### src/rtl/unit_shop.sv
// Purchase/deploy controller: validates buy requests, issues a one-hot purchase pulse to a free Unit slot,
// owns the gold balance and enforces a post-purchase cooldown. Optional buy queueing in cooldown: SHOP_QUEUE_EN.
module unit_shop #(
  parameter int unsigned NUM_SLOTS  = 4,
  parameter int unsigned GOLD_W     = 10,
  parameter int unsigned START_GOLD = 50,
  parameter int unsigned GOLD_MAX   = 999,
  parameter int unsigned COST1      = 20,
  parameter int unsigned COST2      = 40,
  parameter int unsigned COST3      = 80,
  parameter int unsigned INCOME     = 1,
  parameter int unsigned BOUNTY     = 10,
  parameter int unsigned COOLDOWN   = 8
) (
  input  logic                 clk,
  input  logic                 reset,
  input  logic                 gameTick,
  input  logic                 buyBtn,
  input  logic                 SW1,
  input  logic                 SW2,
  input  logic                 SW3,
  input  logic [NUM_SLOTS-1:0] slotFree,
  input  logic                 killBounty,
  output logic [NUM_SLOTS-1:0] purchase,
  output logic                 sel1,
  output logic                 sel2,
  output logic                 sel3,
  output logic [GOLD_W-1:0]    gold,
  output logic                 reject,
  output logic                 q_Idle,
  output logic                 q_Check,
  output logic                 q_Issue,
  output logic                 q_Cool
);

  localparam int unsigned CNT_W = (COOLDOWN < 2) ? 1 : $clog2(COOLDOWN + 1);
  localparam int unsigned SUM_W = GOLD_W + 2;

  typedef enum logic [3:0] {
    QIDLE  = 4'b0001,
    QCHECK = 4'b0010,
    QISSUE = 4'b0100,
    QCOOL  = 4'b1000
  } state_t;

  state_t           state;
  logic [CNT_W-1:0] cnt;

`ifdef SHOP_QUEUE_EN
  logic       pending;
  logic [2:0] pend_sel;
`endif

  logic                 one_hot;
  logic [GOLD_W-1:0]    cost;
  logic [GOLD_W-1:0]    deduct;
  logic [NUM_SLOTS-1:0] grant;
  logic                 buy_ok;
  logic                 expire;
  logic [SUM_W-1:0]     sum;
  logic [GOLD_W-1:0]    gold_next;

  // Purchase qualification and gold update; deduction is gated by the affordability compare.
  always_comb begin
    one_hot   = ({sel1, sel2, sel3} == 3'b100) || ({sel1, sel2, sel3} == 3'b010) ||
                ({sel1, sel2, sel3} == 3'b001);
    cost      = sel1 ? GOLD_W'(COST1) : (sel2 ? GOLD_W'(COST2) : GOLD_W'(COST3));
    grant     = slotFree & (~slotFree + NUM_SLOTS'(1));
    buy_ok    = (state == QCHECK) && one_hot && (gold >= cost) && (|slotFree);
    deduct    = buy_ok ? cost : '0;
    expire    = (cnt == '0) || (gameTick && (cnt == CNT_W'(1)));
    sum       = SUM_W'(gold) - SUM_W'(deduct)
              + (gameTick   ? SUM_W'(INCOME) : '0)
              + (killBounty ? SUM_W'(BOUNTY) : '0);
    gold_next = (sum > SUM_W'(GOLD_MAX)) ? GOLD_W'(GOLD_MAX) : GOLD_W'(sum);
  end

  always_ff @(posedge clk or posedge reset) begin
    if (reset) begin
      state    <= QIDLE;
      gold     <= GOLD_W'(START_GOLD);
      purchase <= '0;
      sel1     <= 1'b0;
      sel2     <= 1'b0;
      sel3     <= 1'b0;
      reject   <= 1'b0;
      cnt      <= '0;
`ifdef SHOP_QUEUE_EN
      pending  <= 1'b0;
      pend_sel <= 3'b000;
`endif
    end else begin
      gold     <= gold_next;
      purchase <= '0;
      reject   <= 1'b0;
      case (state)
        QIDLE: begin
          if (buyBtn) begin
            {sel1, sel2, sel3} <= {SW1, SW2, SW3};
            state <= QCHECK;
          end
        end
        QCHECK: begin
          if (buy_ok) begin
            purchase <= grant;
            state    <= QISSUE;
          end else begin
            reject <= 1'b1;
            state  <= QIDLE;
          end
`ifndef SHOP_QUEUE_EN
          if (buyBtn) reject <= 1'b1;
`endif
        end
        QISSUE: begin
          cnt   <= CNT_W'(COOLDOWN);
          state <= QCOOL;
`ifndef SHOP_QUEUE_EN
          if (buyBtn) reject <= 1'b1;
`endif
        end
        QCOOL: begin
          if (gameTick && (cnt != '0)) cnt <= cnt - CNT_W'(1);
`ifdef SHOP_QUEUE_EN
          if (buyBtn) begin
            pending  <= 1'b1;
            pend_sel <= {SW1, SW2, SW3};
          end
          // A press on the expiry cycle itself still counts as queued.
          if (expire) begin
            if (pending || buyBtn) begin
              {sel1, sel2, sel3} <= buyBtn ? {SW1, SW2, SW3} : pend_sel;
              pending <= 1'b0;
              state   <= QCHECK;
            end else begin
              {sel1, sel2, sel3} <= 3'b000;
              state <= QIDLE;
            end
          end
`else
          if (buyBtn) reject <= 1'b1;
          if (expire) begin
            {sel1, sel2, sel3} <= 3'b000;
            state <= QIDLE;
          end
`endif
        end
        default: state <= QIDLE;
      endcase
    end
  end

  assign q_Idle  = state[0];
  assign q_Check = state[1];
  assign q_Issue = state[2];
  assign q_Cool  = state[3];

endmodule

### config.mk
export PLATFORM = sky130hd
export DESIGN_NAME = unit_shop
export DESIGN_NICKNAME = d
export VERILOG_FILES = /design/src/rtl/unit_shop.sv
export SDC_FILE = /design/constraint.sdc
export NUM_CORES = 1
export LEC_CHECK = 0
export CAP_MARGIN = 30
export CORE_ASPECT_RATIO = 0.9
export CORE_MARGIN = 4
export CORE_UTILIZATION = 35
export DETAILED_ROUTE_END_ITERATION = 16
export PLACE_DENSITY = 0.64
export SKIP_CTS_REPAIR_TIMING = 1
export SYNTH_ARGS = -nofsm -noshare
export SYNTH_HDL_FRONTEND = slang
export SYNTH_SLANG_ARGS = --single-unit
### constraint.sdc
create_clock -name clk -period 5.81 [get_ports clk]
set_input_delay 1.743 -clock clk [delete_from_list [all_inputs] [get_ports clk]]
set_output_delay 1.743 -clock clk [all_outputs]
set_load 0.005 [all_outputs]
==> results.toml, run 1 <==
[critical_path]
critPathLaunch = "slotFree[0]"
worstPathMaxFanout = 10
end_kind = "flip-flop"
crit_path_max_incr_delay_ns = 0.52
cp.arrival_ns = 5.42
crit_buf_inv = 3
r2r-start = "sel1"
r2r_end = "gold[4]"
cp.required_ns = 6.04
cp_num_cells = 15
critical_path.endpoint = "gold[4]"
worst_r2r_path_depth = 17
slowest_stage = "clkdlybuf4s50_1"
crit_path_start_kind = "input port"
worst_path_most_repeated_cell = "a31oi_1"
rrSetupSlack_ns = 1.36
critPathTopFamily = "compound AO/OA/AOI/OAI gates"
cp_cell_sequence = "clkdlybuf4s50_1 > o41ai_1 > a211o_1 > a31oi_1 > buf_4 > nand2_1 > fa_1 > ha_1 > nor2b_1 > a21oi_1 > inv_1 > o211ai_1 > a31oi_1 > o2111ai_1 > and3_1"
critical_path_class = "in2reg"

[global_route]
grt_overflow_total = 0
grt_pass1_vias = 1479
antenna_found_initial = 0
grt_pass1_wl_um = 7231
grt_usage_pct = 13.68
grt_max_degree = 23

[synthesis]
synth_ff_type = "dfrtp_1"
ys_seq_elements = 26
synth-edff-count = 0
syn_inst = 191
synth_warnings = 0
syn_avg_cell_area_um2 = 9.656
synthArstFlopShare_pct = 100.0
syn_nets = 222
netlist_area_um2 = 1844
ys_types = 46
synth_seq_area_share_pct = 35.55

[placement]
dp_hpwl_um = 3223
dp.cells = 290
io_buffers = 33
gp_congestion = 0.7961

[route]
dr.pass1.iters = 4
drc = 0
wire_per_inst_um = 14.04
via_per_inst = 5.085
wl_um = 4128
vias = 1495
drt_iter0_markers = 99
ant_nets = 0

[clock_tree]
cts_tree = "built"
numCtsBuffers = 3
clk_pin_slew_ns = 0.10
ctsHtreeMaxLevel = 1
clock_latency_ns = 0.28
clock_sinks = 26
clockBufferDepth = 2
cts-root-buf = "clkbuf_8"

[die]
ios = 34
die_area_um2 = 6496
die-width_um = 84.52
initial_core_util_pct = 37.00
die_y_um = 76.87
row_count = 24
coreArea_um2 = 4985

[cells_and_area]
layout-drive-gt1-share_pct = 10.04
final_cell_mix = "clkdlybuf4s50_1, nand2_1, dfrtp_1, ha_1, nor2_1"
synthToLayoutAreaGrowth_pct = 27.82
fin_cells = 294
final_common_cell = "clkdlybuf4s50_1"
fin_nets = 261
antenna_cells = 0

[power]
switchingPower_mw = 0.5913
p_leak_nw = 1.002
peakVddDrop_mv = 0.2136
p_int_mw = 0.7520
netSwitchingFraction_pct = 44.02
p_clk_share_pct = 11.7
combPwrFrac_pct = 62.1
power_density_nw_per_um2 = 569.9
sequentialPowerShare_pct = 26.2

[sta]
tightest_slew_ns = 0.5865
fin_crit_sh_pct = 89.35
slew_headroom_pct = 60.62
fmax_ghz = 0.1926
fin_crit_ns = 5.191
setup_viol_count_final = 0
clock_skew_ns = 0.003514
slew_violations = 0
grt_setup_unrepaired = "no"
hold_viol_final = 0
tns_ns = 0

[flow_run]
cap_violations = 0

[run_status]
status = "completed"

[hold_path]
min-delay-path-class = "reg2reg"
==> per-layer routing <==
layer | up-vias | track usage, % | share of wire (%)
met3 | 7 | 2.787 | 5.5
met5 | - | 0 | 0
met2 | 39 | 19.95 | 42
met4 | 0 | 5.222 | 1.9
li1 | 747 | - | -
met1 | 702 | 19.75 | 50
==> registers in the layout, summed over array words and instances (netlist names) <==
name      flops
cnt           4
gold         10
purchase      4
reject        1
sel1          1
sel2          1
sel3          1
state         4
==> worst min-delay path by stage <==
stage,start,to,cells past startpoint
floorplan,cnt[1],cnt[1],2
global placement,cnt[1],cnt[1],2
detailed placement,cnt[1],cnt[1],2
CTS,cnt[1],cnt[1],2
global route,cnt[1],cnt[1],2
finish,cnt[1],cnt[1],2
==> cells in the mapped netlist (all sizes together), types with 3 or more instances <==
cell     n  share of area (%)
a31oi    4                1.4
a21oi    5                2.0
nand3    4                1.1
nor3     8                2.4
a21o     3                1.2
nand2b   4                1.4
nand3b   3                1.2
and3     4                1.4
xor2     6                3.7
xnor2   13                6.2
ha      17                 12
and2     3                1.0
inv     11                2.2
o31ai    4                3.1
o21ai    7                1.9
dfrtp   22                 30
nor2    16                3.7
o211ai   3                1.2
dfstp    4                5.7
nand2   27                5.5
==> logic make-up after synthesis <==
| kind of cell | synth area share, % |
|---|---|
| xor gates and xnor gates | 9.837 |
| AOI/OAI and AO/OA | 14.11 |
| DFF | 35.55 |
| buffers and inverters | 2.510 |
| and+or+nand+nor | 24.29 |
| adders and majority gates | 13.70 |
==> through the flow <==
stage / setup slack [ns] / instance area, um2 / total power, mW / util [%] / hold WS, ns
finish: 0.6190 / 2357 / 1.343 / 47.29 / 0.5208
floorplan: 0.9455 / 1844 / 0.9219 / - / 0.4724
detailed placement: 0.3277 / 2286 / 1.181 / 45.86 / 0.5062
global placement: 0.4065 / 2258 / 1.179 / 45.31 / 0.4934
CTS: 0.6060 / 2357 / 1.351 / 47.29 / 0.5261
global route: 0.2955 / 2357 / 1.466 / 47.29 / 0.5703
==> worst min-delay path, cell delays in order (launching register included) <==
cell and delay (ns):
dfrtp_1 0.37, nand2_1 0.05, o31ai_1 0.06
==> power groups by stage <==
stage          registers (mW)  clock network [mW]  logic [mW]
5_1_grt                 0.368               0.166       0.932
2_1_floorplan           0.342                   0       0.580
3_5_place_dp            0.357                   0       0.824
6_report                0.352               0.157       0.834
4_1_cts                 0.354               0.158       0.839
3_3_place_gp            0.356                   0       0.823
==> cell type report <==
type | instances | area [um2]
Fill cell | 481 | 2628
Multi-Input combinational cell | 153 | 1142
Sequential cell | 26 | 655.6
Timing Repair Buffer | 35 | 365.4
Tap cell | 65 | 81.33
Clock buffer | 3 | 41.29
Inverter | 11 | 41.29
Clock inverter | 1 | 30.03
Note: power is estimated with default switching activity, not from simulation.
==> run 2, diff against run 1 <==
--- a/config.mk
+++ b/config.mk
@@ -7,7 +7,6 @@
 export LEC_CHECK = 0
 export CAP_MARGIN = 30
 export CORE_ASPECT_RATIO = 0.9
-export CORE_MARGIN = 4
 export CORE_UTILIZATION = 35
 export DETAILED_ROUTE_END_ITERATION = 16
 export PLACE_DENSITY = 0.64
==> results.toml, run 2 (synthesis results as in run 1) <==
[power]
power_mw = 1.338
power_density_nw_per_um2 = 567.6
peakVddDrop_mv = 0.2195
p_leak_nw = 1.002

[critical_path]
critPathTopFamily = "compound AO/OA/AOI/OAI gates"
crit_path_start_kind = "input port"
cp_cell_sequence = "clkdlybuf4s50_1 > o41ai_1 > a211o_1 > a31oi_1 > and2_1 > ha_1 > inv_1 > fa_1 > ha_1 > nor2b_1 > a21oi_1 > inv_1 > o211ai_1 > a31oi_1 > o2111ai_1 > nand3b_1"
critPathLaunch = "slotFree[0]"
worstPathMaxFanout = 6
crit_buf_inv = 3
rrSetupSlack_ns = 1.35
worst_r2r_path_depth = 17
cp.arrival_ns = 5.30
r2r_end = "gold[0]"
r2r-start = "sel1"
slowest_stage = "clkdlybuf4s50_1"
critical_path_class = "in2reg"
cp.required_ns = 5.95
end_kind = "flip-flop"
crit_path_max_incr_delay_ns = 0.45

[die]
die-width_um = 78.52
coreArea_um2 = 4955
initial_core_util_pct = 37.22
ios = 34
die_y_um = 70.87
die_area_um2 = 5564
row_count = 24

[clock_tree]
clk_pin_slew_ns = 0.09
clock_sinks = 26
clock_latency_ns = 0.28
ctsHtreeMaxLevel = 1
clockBufferDepth = 2
numCtsBuffers = 3
cts-root-buf = "clkbuf_8"
cts_tree = "built"

[global_route]
globalRouteMet3Util_pct = 2.323
grt_usage_pct = 14.51
grt_max_degree = 16
grt_pass1_wl_um = 6285
met2_usage_pct = 20.87
grtUsageMet1_pct = 21.83
busiest_layer = "met1"
grt_pass1_vias = 1375
antenna_found_initial = 0
grt_overflow_total = 0

[hold_path]
min-delay-path-class = "reg2reg"
hold-path-cell-count = 2
min-delay-start = "cnt[1]"
hold_end = "cnt[1]"

[flow_run]
cap_violations = 0

[cells_and_area]
layout-drive-gt1-share_pct = 10.04
regMostFlops = "gold"
fillers = 464
largest_reg_flops = 10
final_common_cell = "clkdlybuf4s50_1"
antenna_cells = 0
final_cell_area_um2 = 2357
final_cell_mix = "clkdlybuf4s50_1, nand2_1, dfrtp_1, ha_1, nor2_1"
synthToLayoutAreaGrowth_pct = 27.82
regArea_um2 = 655.6
multiInputGateArea_um2 = 1142
fin_nets = 261

[route]
ant_nets = 0
via_per_inst = 5.044
vias = 1483
drc = 0
wl_um = 3813
drt_iter0_markers = 72
wire_per_inst_um = 12.97
dr.pass1.iters = 4

[placement]
dp_hpwl_um = 3061
io_buffers = 33
placed_area_um2 = 2286
gp_congestion = 0.8684
pre_cts_ws_ns = 0.3632

[sta]
fin_crit_sh_pct = 88.87
setup_viol_count_final = 0
tightest_slew_ns = 0.5770
slew_headroom_pct = 61.25
grt_setup_unrepaired = "no"
fin_crit_ns = 5.164
slew_violations = 0
setup_ws_ns = 0.6464
fmax_ghz = 0.1937
clock_skew_ns = 0.004892
tns_ns = 0
hold_viol_final = 0

[run_status]
status = "completed"
==> run 2: area by class of cell <==
type / instances / area share [%]
Sequential cell: 26 / 27.81
Clock buffer: 3 / 1.752
Tap cell: 65 / 3.450
Clock inverter: 1 / 1.274
Multi-Input combinational cell: 153 / 48.46
Timing Repair Buffer: 35 / 15.50
Inverter: 11 / 1.752
==> run 2: stage by stage <==
step                      cells  hold slack (ns)  util (%)
after floorplan             191           0.4724         -
after global placement      289           0.5027     45.58
after detailed placement    290           0.5142     46.14
after CTS                   294           0.5354     47.58
after global routing        294           0.5460     47.58
final                       294           0.5294     47.58
==> run 2: layer usage <==
layer / share of wire (%) / routed length (um) / vias up
met4: 1.3 / 50 / 0
met3: 5.0 / 192 / 5
li1: - / - / 744
met1: 52 / 1974 / 699
met5: 0 / 0 / -
met2: 42 / 1596 / 35
==> run 2: worst max-delay path by stage <==
stage | to | slack [ns] | cells past startpoint
after global placement | gold[4] | 0.41 | 16
after detailed placement | gold[4] | 0.36 | 16
after global routing | gold[4] | 0.38 | 16
after CTS | gold[4] | 0.63 | 16
after floorplan | gold[3] | 0.95 | 16
final | gold[0] | 0.65 | 16
==> run 2: where the power goes <==
group	switching (mW)	internal (mW)	total, mW
Combinational	0.441	0.392	0.833
Clock	0.0619	0.0923	0.154
Sequential	0.0825	0.268	0.351
Total	0.586	0.752	1.34
==> run 2: worst register-to-register path, cell delays in order, from the launching register on <==
cell and delay, ns:
dfrtp_1 0.44, ha_1 0.29, or3b_2 0.43, a21boi_0 0.24, o21a_1 0.14, o211ai_1 0.07
a31oi_1 0.17, buf_4 0.20, nand2_1 0.13, fa_1 0.49, ha_1 0.31, nor2b_1 0.15
a21oi_1 0.38, inv_1 0.08, o211ai_1 0.19, a31oi_1 0.11, o2111ai_1 0.36, nand3b_1 0.14
